===== src/rtl/jk_excite_driver.sv =====
// Queued target-bit sequencer for a jk_ff: drives J/K one target per FF edge and checks the read-back.
// Build option: define JK_TOGGLE_EN to use toggle/hold excitation instead of set/reset/hold.
module jk_excite_driver #(
    parameter int DEPTH = 4,
    parameter int CNT_W = 8
) (
    input  logic             i_clk,
    input  logic             i_rst,
    input  logic             i_tgt_valid,
    input  logic             i_tgt_data,
    output logic             o_tgt_ready,
    output logic             o_j,
    output logic             o_k,
    input  logic             i_ff_out,
    output logic             o_busy,
    output logic             o_err,
    output logic [CNT_W-1:0] o_err_cnt,
    output logic [CNT_W-1:0] o_done_cnt
);
    localparam int AW = $clog2(DEPTH);

    typedef enum logic [1:0] {S_IDLE, S_DRIVE, S_CHECK} state_t;

    state_t           r_state;
    state_t           w_state_nxt;
    logic [DEPTH-1:0] r_mem;
    logic [AW:0]      r_wr_ptr;
    logic [AW:0]      r_rd_ptr;
    logic             r_tgt;
    logic             r_j;
    logic             r_k;
    logic             r_err;
    logic [CNT_W-1:0] r_err_cnt;
    logic [CNT_W-1:0] r_done_cnt;

    logic w_empty;
    logic w_full;
    logic w_push;
    logic w_pop;
    logic w_check;
    logic w_head;
    logic w_exc_j;
    logic w_exc_k;
    logic w_j_nxt;
    logic w_k_nxt;
    logic w_mismatch;

    // Extra pointer MSB distinguishes full (MSBs differ) from empty (equal).
    assign w_empty    = (r_wr_ptr == r_rd_ptr);
    assign w_full     = (r_wr_ptr[AW] != r_rd_ptr[AW]) &&
                        (r_wr_ptr[AW-1:0] == r_rd_ptr[AW-1:0]);
    assign w_push     = i_tgt_valid && !w_full;
    assign w_head     = r_mem[r_rd_ptr[AW-1:0]];
    assign w_mismatch = (i_ff_out != r_tgt);

`ifdef JK_TOGGLE_EN
    assign w_exc_j = i_ff_out ^ w_head;
    assign w_exc_k = i_ff_out ^ w_head;
`else
    assign w_exc_j = !i_ff_out && w_head;
    assign w_exc_k = i_ff_out && !w_head;
`endif

    always_comb begin
        w_state_nxt = r_state;
        w_pop       = 1'b0;
        w_check     = 1'b0;
        w_j_nxt     = 1'b0;
        w_k_nxt     = 1'b0;
        case (r_state)
            S_IDLE: begin
                if (!w_empty) begin
                    w_pop       = 1'b1;
                    w_j_nxt     = w_exc_j;
                    w_k_nxt     = w_exc_k;
                    w_state_nxt = S_DRIVE;
                end
            end
            S_DRIVE: w_state_nxt = S_CHECK;
            S_CHECK: begin
                w_check = 1'b1;
                if (!w_empty) begin
                    w_pop       = 1'b1;
                    w_j_nxt     = w_exc_j;
                    w_k_nxt     = w_exc_k;
                    w_state_nxt = S_DRIVE;
                end else begin
                    w_state_nxt = S_IDLE;
                end
            end
            default: w_state_nxt = S_IDLE;
        endcase
    end

    always_ff @(posedge i_clk) begin
        if (i_rst) begin
            r_state    <= S_IDLE;
            r_wr_ptr   <= '0;
            r_rd_ptr   <= '0;
            r_tgt      <= 1'b0;
            r_j        <= 1'b0;
            r_k        <= 1'b0;
            r_err      <= 1'b0;
            r_err_cnt  <= '0;
            r_done_cnt <= '0;
        end else begin
            r_state <= w_state_nxt;
            r_j     <= w_j_nxt;
            r_k     <= w_k_nxt;
            if (w_push) begin
                r_mem[r_wr_ptr[AW-1:0]] <= i_tgt_data;
                r_wr_ptr                <= r_wr_ptr + 1'b1;
            end
            if (w_pop) begin
                r_tgt    <= w_head;
                r_rd_ptr <= r_rd_ptr + 1'b1;
            end
            if (w_check) begin
                r_done_cnt <= r_done_cnt + 1'b1;
                if (w_mismatch) begin
                    r_err <= 1'b1;
                    if (r_err_cnt != '1)
                        r_err_cnt <= r_err_cnt + 1'b1;
                end
            end
        end
    end

    assign o_tgt_ready = !w_full;
    assign o_busy      = (r_state != S_IDLE) || !w_empty;
    assign o_j         = r_j;
    assign o_k         = r_k;
    assign o_err       = r_err;
    assign o_err_cnt   = r_err_cnt;
    assign o_done_cnt  = r_done_cnt;
endmodule

===== config.mk =====
export PLATFORM = sky130hd
export DESIGN_NAME = jk_excite_driver
export DESIGN_NICKNAME = d
export VERILOG_FILES = /design/src/rtl/jk_excite_driver.sv
export SDC_FILE = /design/constraint.sdc
export NUM_CORES = 1
export LEC_CHECK = 0
export ABC_AREA = 1
export CAP_MARGIN = 20
export CORE_ASPECT_RATIO = 1.4
export CORE_MARGIN = 2
export CORE_UTILIZATION = 56
export DETAILED_ROUTE_END_ITERATION = 10
export PLACE_DENSITY = 0.81
export SKIP_CTS_REPAIR_TIMING = 1
export SYNTH_ARGS = -nofsm -noshare
export SYNTH_HDL_FRONTEND = slang
export SYNTH_SLANG_ARGS = --single-unit

===== constraint.sdc =====
create_clock -name i_clk -period 3.86 [get_ports i_clk]
set_input_delay 0.772 -clock i_clk [delete_from_list [all_inputs] [get_ports i_clk]]
set_output_delay 0.772 -clock i_clk [all_outputs]
set_load 0.03 [all_outputs]

==> results.sh, run 1 <==
export IMPL_status="finished, final reports clean"
export IMPL_criticalPathCategory="register to primary output"
export IMPL_slew_viol_final=0
export IMPL_worst_ep_arrival_time_ps=1880
export IMPL_power_leakage_nw=0.885
export IMPL_setup_viol=0
export IMPL_clock_root_buffer="clkbuf_8"
export IMPL_diodes=0
export IMPL_placed_cells=292
export IMPL_worstSetupStartpointType="register"
export IMPL_wl_met3_um=106
export IMPL_min_period_ps=2650
export IMPL_ant_nets=0
export IMPL_irDropWorstVdd_uv=416
export IMPL_synth_seq_cells=32
export IMPL_first_iter_violations=25
export IMPL_crit_fanout=6
export IMPL_ys_warn_count=0
export IMPL_top_layer="met4"
export IMPL_fmax_ghz=0.377
export IMPL_grt_pass1_wl_um=5570
export IMPL_grt_use_total_pct=21.8
export IMPL_tns_ps=0
export IMPL_cts_sinks=32
export IMPL_cp_end_kind="primary output"
export IMPL_die_h_um=68.8
export IMPL_tightest_slew_ps=531
export IMPL_slew_headroom_pct=64.6
export IMPL_cts_tree="done"
export IMPL_cp_required_ps=3090
export IMPL_pwr_density_cell_nw_per_um2=482
export IMPL_first_pass_iters=4
export IMPL_avgViaCountPerCell=5.01
export IMPL_synth_cells=232
export IMPL_syn_nets=244
export IMPL_nets=274
export IMPL_maxCapViolations=0
export IMPL_met1_length_um=1300
export IMPL_yosysSeqAreaShare_pct=40.6
export IMPL_wl_per_cell_um=10.9
export IMPL_boundaryPins=26
export IMPL_place_gp_congestion=0.775
export IMPL_antenna_found_initial=0
export IMPL_vias=1502
export IMPL_clkLatencyLatePin_ps=290
export IMPL_hpwl_um=2500
export IMPL_fp_row_count=23
export IMPL_synthDistinctLibCells=25
export IMPL_first_global_vias=1380
export IMPL_syn_avg_cell_area_um2=7.23
export IMPL_hold_viol=0
export IMPL_final_cells=300
export IMPL_drt_total_wl_um=3260
export IMPL_syn2layout_area_growth_pct=22.7
export IMPL_start_util_pct=58.9
export IMPL_hp_class="register to register"
export IMPL_grt_max_degree=18
export IMPL_skew_ps=9.17
export IMPL_min_period_over_period_pct=68.7
export IMPL_fillers=239
export IMPL_clkSlewWorstSetupHoldPaths_ps=60
export IMPL_dieArea_um2=3460
export IMPL_wl_met2_um=1790
export IMPL_coreArea_um2=2850
export IMPL_die_w_um=50.3
export IMPL_port_buffers=25
export IMPL_overflow=0
export IMPL_htreeDepth=2
export IMPL_drc=0
export IMPL_numCtsBuffers=5
export IMPL_rsz0062_at_grt="false"
export IMPL_layout_drive_gt1_share_pct=10.6
export IMPL_cts_buffer_depth=2
export IMPL_synth_area_um2=1680
==> registers in the layout, indices dropped and copies added (netlist names) <==
| signal | count |
|---|---|
| o_err_cnt | 8 |
| r_tgt | 1 |
| r_state | 2 |
| o_done_cnt | 8 |
| r_wr_ptr | 3 |
| r_mem | 4 |
| o_j | 1 |
| o_k | 1 |
| o_err | 1 |
| r_rd_ptr | 3 |
==> power breakdown <==
group / switching, mW / internal, mW
Sequential: 0.0462 / 0.377
Clock: 0.122 / 0.142
Combinational: 0.193 / 0.113
==> cell usage after synthesis, drive strengths merged <==
cell type  instances  area (um2)
nor2              40         190
edfxtp             4         120
nand4              1        6.26
xnor2              2        17.5
nor3               2        10.0
clkbuf             1        3.75
o21a               2        15.0
dfxtp             28         561
nand3b             4        30.0
inv               29         111
clkinv             1        3.75
o21ai              4        20.0
buf                1        5.00
nand3             19         115
ha                 7        87.6
a21oi             12        60.1
nand2             71         287
xor2               4        35.0
==> critical path, stage by stage, from the launching register on <==
cell and delay, ps:
dfxtp_1 420, inv_1 110, nand2_1 90, nand2_2 60, nand3_2 120, nor2_1 60, nand2_1 70, clkdlybuf4s50_1 660
==> layout by cell type, fill, tap and decap left out <==
cell / netlist / routed
a21oi_1: 12 / 12
clkbuf_8: 0 / 6
clkdlybuf4s50_1: 0 / 25
clkinv_1: 1 / 1
clkinv_2: 0 / 2
dfxtp_1: 28 / 28
edfxtp_1: 4 / 4
ha_1: 7 / 7
inv_1: 24 / 24
inv_2: 4 / 4
inv_4: 1 / 1
nand2_1: 65 / 65
nand2_2: 5 / 5
nand2_4: 1 / 1
nand3_1: 15 / 15
nand3_2: 4 / 4
nand3b_1: 4 / 4
nand4_1: 1 / 1
nor2_1: 35 / 35
nor2_2: 3 / 3
nor2_8: 2 / 2
nor3_1: 2 / 2
o21a_1: 2 / 2
o21ai_0: 4 / 4
xnor2_1: 2 / 2
xor2_1: 4 / 4
==> final timing paths <==
| kind | from | to | slack [ps] | cells past startpoint |
|---|---|---|---|---|
| worst max-delay path | r_wr_ptr[0]$_SDFFE_PP0P_ | o_busy | 1210 | 7 |
| worst max register to register | r_wr_ptr[0]$_SDFFE_PP0P_ | r_mem[3]$_DFFE_PP_ | 2420 | 8 |
| worst min-delay path | r_state[1]$_SDFFE_PP0P_ | r_state[1]$_SDFFE_PP0P_ | 450 | 1 |
| worst min register to register | r_state[1]$_SDFFE_PP0P_ | r_state[1]$_SDFFE_PP0P_ | 450 | 1 |
==> layer usage <==
| layer | track usage [%] | up-vias |
|---|---|---|
| li1 | - | 785 |
| met1 | 20.0 | 692 |
| met2 | 43.6 | 20 |
| met3 | 6.47 | 5 |
| met4 | 9.38 | 0 |
| met5 | 0 | - |
==> cell families after synthesis <==
logic type | count (synthesis) | synth area share (%)
buffers and inverters | 32 | 7.38
adder cells (fa/ha/maj) | 7 | 5.22
XOR/XNOR | 6 | 3.13
AND/OR/NAND/NOR | 137 | 38.0
flip-flops | 32 | 40.6
AO/OA/AOI/OAI | 18 | 5.67
==> cell type report <==
| class | count | area, um2 | area share [%] |
|---|---|---|---|
| Multi-Input combinational cell | 168 | 873 | 42.4 |
| Clock buffer | 6 | 82.6 | 4.01 |
| Clock inverter | 2 | 10.0 | 0.486 |
| Timing Repair Buffer | 25 | 250 | 12.2 |
| Inverter | 30 | 115 | 5.59 |
| Tap cell | 37 | 46.3 | 2.25 |
| Sequential cell | 32 | 681 | 33.1 |
==> stage by stage <==
stage | utilization [%] | hold slack [ps] | power, mW | setup slack (ps) | cell area (um2)
final | 72.2 | 452 | 0.991 | 1210 | 2060
after floorplan | - | 424 | 0.650 | 2100 | 1680
after global routing | 72.2 | 489 | 1.07 | 1090 | 2060
after CTS | 72.2 | 453 | 1.00 | 1190 | 2060
after detailed placement | 69.0 | 444 | 0.738 | 1370 | 1970
after global placement | 69.0 | 434 | 0.729 | 1410 | 1970
(Power assumes the default switching activity.)
==> run 2, diff against run 1 <==
--- a/config.mk
+++ b/config.mk
@@ -9,9 +9,9 @@
 export CAP_MARGIN = 20
 export CORE_ASPECT_RATIO = 1.4
 export CORE_MARGIN = 2
-export CORE_UTILIZATION = 56
+export CORE_UTILIZATION = 48
 export DETAILED_ROUTE_END_ITERATION = 10
-export PLACE_DENSITY = 0.81
+export PLACE_DENSITY = 0.73
 export SKIP_CTS_REPAIR_TIMING = 1
 export SYNTH_ARGS = -nofsm -noshare
 export SYNTH_HDL_FRONTEND = slang
==> constraint.sdc (replaced) <==
create_clock -name i_clk -period 2.23 [get_ports i_clk]
set_input_delay 0.446 -clock i_clk [delete_from_list [all_inputs] [get_ports i_clk]]
set_output_delay 0.446 -clock i_clk [all_outputs]
set_load 0.03 [all_outputs]
==> run 2 against run 1 <==
Register-to-register slack got worse by 1600 ps; clock-buffer cell count did not move; clock power rose by 76%; wire length fell by 0.21%; die area rose by 15%; via count fell by 1.3%; sequential share of layout area fell by 0.50 points; cell count rose by 2.0%; non-clock buffer count rose by 3; power rose by 76%; hold slack improved by 7.0 ps; utilization fell by 9.8 points; critical path type unchanged; critical endpoint is now o_err_cnt[2]; largest power group unchanged; highest routed layer unchanged.
==> results.sh, run 2 (synthesis gave the netlist of run 1 again) <==
export IMPL_status="finished, final reports clean"
export IMPL_cp_end_kind="primary output"
export IMPL_setup_ws_ps=333
export IMPL_final_util_pct=62.4
export IMPL_antenna_found_initial=0
export IMPL_crit_fanout=7
export IMPL_die_h_um=74.0
export IMPL_cts_buffer_depth=2
export IMPL_dpl_worst_slack_ps=270
export IMPL_placed_cells=298
export IMPL_die_w_um=54.0
export IMPL_slew_viol_final=0
export IMPL_cts_sinks=32
export IMPL_crit_start="o_err_cnt[2]$_SDFFE_PP0P_"
export IMPL_setup_viol=0
export IMPL_avgViaCountPerCell=4.84
export IMPL_grt_max_degree=17
export IMPL_start_util_pct=50.1
export IMPL_skew_ps=5.12
export IMPL_numCtsBuffers=5
export IMPL_final_cells=306
export IMPL_fmax_ghz=0.527
export IMPL_hp_class="register to register"
export IMPL_worst_ep_arrival_time_ps=1450
export IMPL_crit_chain="clkdlybuf4s50_1"
export IMPL_layout_drive_gt1_share_pct=11.7
export IMPL_grt_use_total_pct=18.8
export IMPL_cp_required_ps=1780
export IMPL_reg2reg_depth=8
export IMPL_tightest_slew_ps=318
export IMPL_syn2layout_area_growth_pct=24.5
export IMPL_ant_nets=0
export IMPL_criticalPathCategory="register to primary output"
export IMPL_dieArea_um2=3990
export IMPL_place_gp_congestion=0.792
export IMPL_irDropWorstVdd_uv=587
export IMPL_fp_row_count=25
export IMPL_port_buffers=25
export IMPL_cts_tree="done"
export IMPL_overflow=0
export IMPL_drt_total_wl_um=3250
export IMPL_tns_ps=0
export IMPL_pwr_density_cell_nw_per_um2=834
export IMPL_final_cell_mix="nand2_1 (65), nor2_1 (35), dfxtp_1 (28)"
export IMPL_rsz0062_at_grt="false"
export IMPL_clkSlewWorstSetupHoldPaths_ps=70
export IMPL_timing_rr_start="r_wr_ptr[0]$_SDFFE_PP0P_"
export IMPL_hold_path_depth=1
export IMPL_worstSetupStartpointType="register"
export IMPL_first_pass_iters=4
export IMPL_final_common_cell="nand2_1"
export IMPL_htreeDepth=2
export IMPL_crit_cells=1
export IMPL_drc=0
export IMPL_rrSetupSlack_ps=780
export IMPL_fillers=331
export IMPL_clock_root_buffer="clkbuf_8"
export IMPL_min_period_ps=1900
export IMPL_critPathSlowestCell="clkdlybuf4s50_1"
export IMPL_clkLatencyLatePin_ps=290
export IMPL_critPathBufInv=1
export IMPL_slowest_delay_ps=710
export IMPL_grt_pass1_wl_um=5350
export IMPL_wl_per_cell_um=10.6
export IMPL_diodes=0
export IMPL_nets=277
export IMPL_boundaryPins=26
export IMPL_hpwl_um=2400
export IMPL_first_global_vias=1333
export IMPL_hp_start="r_state[1]$_SDFFE_PP0P_"
export IMPL_coreArea_um2=3350
export IMPL_slew_headroom_pct=78.8
export IMPL_min_period_over_period_pct=85.1
export IMPL_critPathTopFamily="buffers and inverters"
export IMPL_vias=1482
export IMPL_maxCapViolations=0
export IMPL_first_iter_violations=41
export IMPL_power_leakage_nw=0.903
export IMPL_hold_viol=0
## run 2: layout make-up
cell class	instances	area (um2)	share of cell area, %
Clock inverter	2	10.0	0.479
Tap cell	40	50.0	2.40
Timing Repair Buffer	28	278	13.3
Sequential cell	32	681	32.6
Clock buffer	6	82.6	3.95
Inverter	30	115	5.51
Multi-Input combinational cell	168	873	41.8
## run 2: path summary, 6_finish.rpt
path	end
setup / recovery	o_err_cnt[2]
hold / removal	r_state[1]$_SDFFE_PP0P_
setup reg to reg	r_mem[2]$_DFFE_PP_
hold reg to reg	r_state[1]$_SDFFE_PP0P_
## run 2: per-layer routing
layer  global-route usage [%]  wire, um  share of wire (%)
met1                     20.6      1370                 42
met2                     30.5      1610                 50
met3                     5.42       109                3.4
met4                     13.1       155                4.8
met5                        0         0                  0
## run 2: power by group
group	internal [mW]	total, mW	switching, mW
sequential	0.652	0.727	0.0753
combinational	0.208	0.550	0.342
clock	0.246	0.465	0.219
## run 2: stage by stage
stage	power [mW]	cell area [um2]	hold slack [ps]
5_1_grt	1.86	2090	482
3_5_place_dp	1.29	1990	437
3_3_place_gp	1.28	1990	438
4_1_cts	1.77	2080	452
2_1_floorplan	1.13	1680	424
6_report	1.74	2090	459
==> run 3, diff against run 2 <==
--- a/config.mk
+++ b/config.mk
@@ -9,9 +9,11 @@
 export CAP_MARGIN = 20
 export CORE_ASPECT_RATIO = 1.4
 export CORE_MARGIN = 2
-export CORE_UTILIZATION = 48
+export CORE_UTILIZATION = 50
+export CTS_BUF_LIST = sky130_fd_sc_hd__clkbuf_8
 export DETAILED_ROUTE_END_ITERATION = 10
-export PLACE_DENSITY = 0.73
+export PLACE_DENSITY = 0.76
+export REMOVE_ABC_BUFFERS = 1
 export SKIP_CTS_REPAIR_TIMING = 1
 export SYNTH_ARGS = -nofsm -noshare
 export SYNTH_HDL_FRONTEND = slang
==> run 3 against run 2 <==
Power fell by 3.3%; non-clock buffer count did not move; final area fell by 0.78%; combinational power rose by 0.7%; hold slack got worse by 7.9 ps; sequential cell count did not move; critical path type unchanged; largest power group unchanged.
==> results.sh, run 3 (synthesis gave the netlist of run 1 again) <==
export IMPL_grt_use_total_pct=19.7
export IMPL_boundaryPins=26
export IMPL_wl_per_cell_um=10.5
export IMPL_hpwl_um=2540
export IMPL_htreeDepth=2
export IMPL_drc=0
export IMPL_setup_viol=0
export IMPL_cp_required_ps=1780
export IMPL_setup_ws_ps=256
export IMPL_die_w_um=53.0
export IMPL_critPathBufInv=2
export IMPL_layout_drive_gt1_share_pct=10.9
export IMPL_slowest_delay_ps=430
export IMPL_grt_pass1_wl_um=5470
export IMPL_fmax_ghz=0.506
export IMPL_slew_viol_final=0
export IMPL_worstSetupStartpointType="register"
export IMPL_tns_ps=0
export IMPL_die_h_um=72.5
export IMPL_nets=277
export IMPL_cp_common_cell="nand2_1"
export IMPL_status="finished, final reports clean"
export IMPL_start_util_pct=53.2
export IMPL_final_cells=304
export IMPL_avgViaCountPerCell=4.87
export IMPL_rsz0062_at_grt="false"
export IMPL_grt_max_degree=12
export IMPL_crit_chain="inv_1 > nand2_1 > nand2_2 > nand3_2 > nor2_1 > nand2_1 > dlymetal6s2s_1"
export IMPL_power_mw=1.68
export IMPL_critPathTopFamily="simple AND/OR/NAND/NOR gates"
export IMPL_crit_fanout=6
export IMPL_rrSetupSlack_ps=770
export IMPL_first_iter_violations=30
export IMPL_dpl_worst_slack_ps=192
export IMPL_first_global_vias=1317
export IMPL_overflow=0
export IMPL_hp_class="register to register"
export IMPL_diodes=0
export IMPL_dpl_instance_area_um2=1990
export IMPL_whs_ps=451
export IMPL_irDropWorstVdd_uv=568
export IMPL_placed_cells=297
export IMPL_tightest_slew_ps=316
export IMPL_final_cell_area_um2=2070
export IMPL_final_util_pct=65.8
export IMPL_numCtsBuffers=5
export IMPL_clock_root_buffer="clkbuf_8"
export IMPL_power_leakage_nw=0.898
export IMPL_fillers=291
export IMPL_ant_nets=0
export IMPL_seqCellArea_um2=681
export IMPL_cts_tree="done"
export IMPL_min_period_ps=1970
export IMPL_slew_headroom_pct=78.9
export IMPL_clkLatencyLatePin_ps=290
export IMPL_multi_input_area_um2=873
export IMPL_cts_sinks=32
export IMPL_dieArea_um2=3840
export IMPL_hold_viol=0
export IMPL_syn2layout_area_growth_pct=23.6
export IMPL_antenna_found_initial=0
export IMPL_min_period_over_period_pct=88.5
export IMPL_final_cell_mix="nand2_1 (65), nor2_1 (35), dfxtp_1 (28)"
export IMPL_first_pass_iters=4
export IMPL_port_buffers=25
export IMPL_coreArea_um2=3150
export IMPL_cts_buffer_depth=2
export IMPL_cp_end_kind="primary output"
export IMPL_criticalPathCategory="register to primary output"
export IMPL_critPathSlowestCell="dfxtp_1"
export IMPL_maxCapViolations=0
export IMPL_pwr_density_cell_nw_per_um2=813
export IMPL_clkSlewWorstSetupHoldPaths_ps=60
export IMPL_place_gp_congestion=0.765
export IMPL_drt_total_wl_um=3200
export IMPL_final_common_cell="nand2_1"
export IMPL_fp_row_count=24
export IMPL_skew_ps=5.58
export IMPL_worst_ep_arrival_time_ps=1530
export IMPL_vias=1481
==> run 3: path summary, 6_finish.rpt <==
check | from | to | cells after the start
setup / recovery | r_wr_ptr[0]$_SDFFE_PP0P_ | o_busy | 7
hold / removal | r_state[1]$_SDFFE_PP0P_ | r_state[1]$_SDFFE_PP0P_ | 1
setup reg to reg | r_wr_ptr[0]$_SDFFE_PP0P_ | r_mem[1]$_DFFE_PP_ | 8
hold reg to reg | r_state[1]$_SDFFE_PP0P_ | r_state[1]$_SDFFE_PP0P_ | 1
==> run 3: final cells by class <==
type,instances,area share [%]
multi-input cells,168,42.1
inverters,30,5.55
well taps,39,2.35
clock buffers,5,3.32
repair buffers,28,13.4
flip-flops and latches,32,32.8
clock inverters,2,0.422
==> run 3: power by group <==
group / switching [mW] / internal, mW
combinational: 0.347 / 0.207
clock: 0.203 / 0.207
sequential: 0.0682 / 0.652
total: 0.619 / 1.07
==> run 3: per-layer routing <==
layer / vias up / track usage [%] / wire length (um)
met1: 660 / 20.0 / 1290
met2: 25 / 35.3 / 1730
li1: 790 / - / -
met5: - / 0 / 0
met3: 6 / 6.17 / 114
met4: 0 / 9.40 / 67
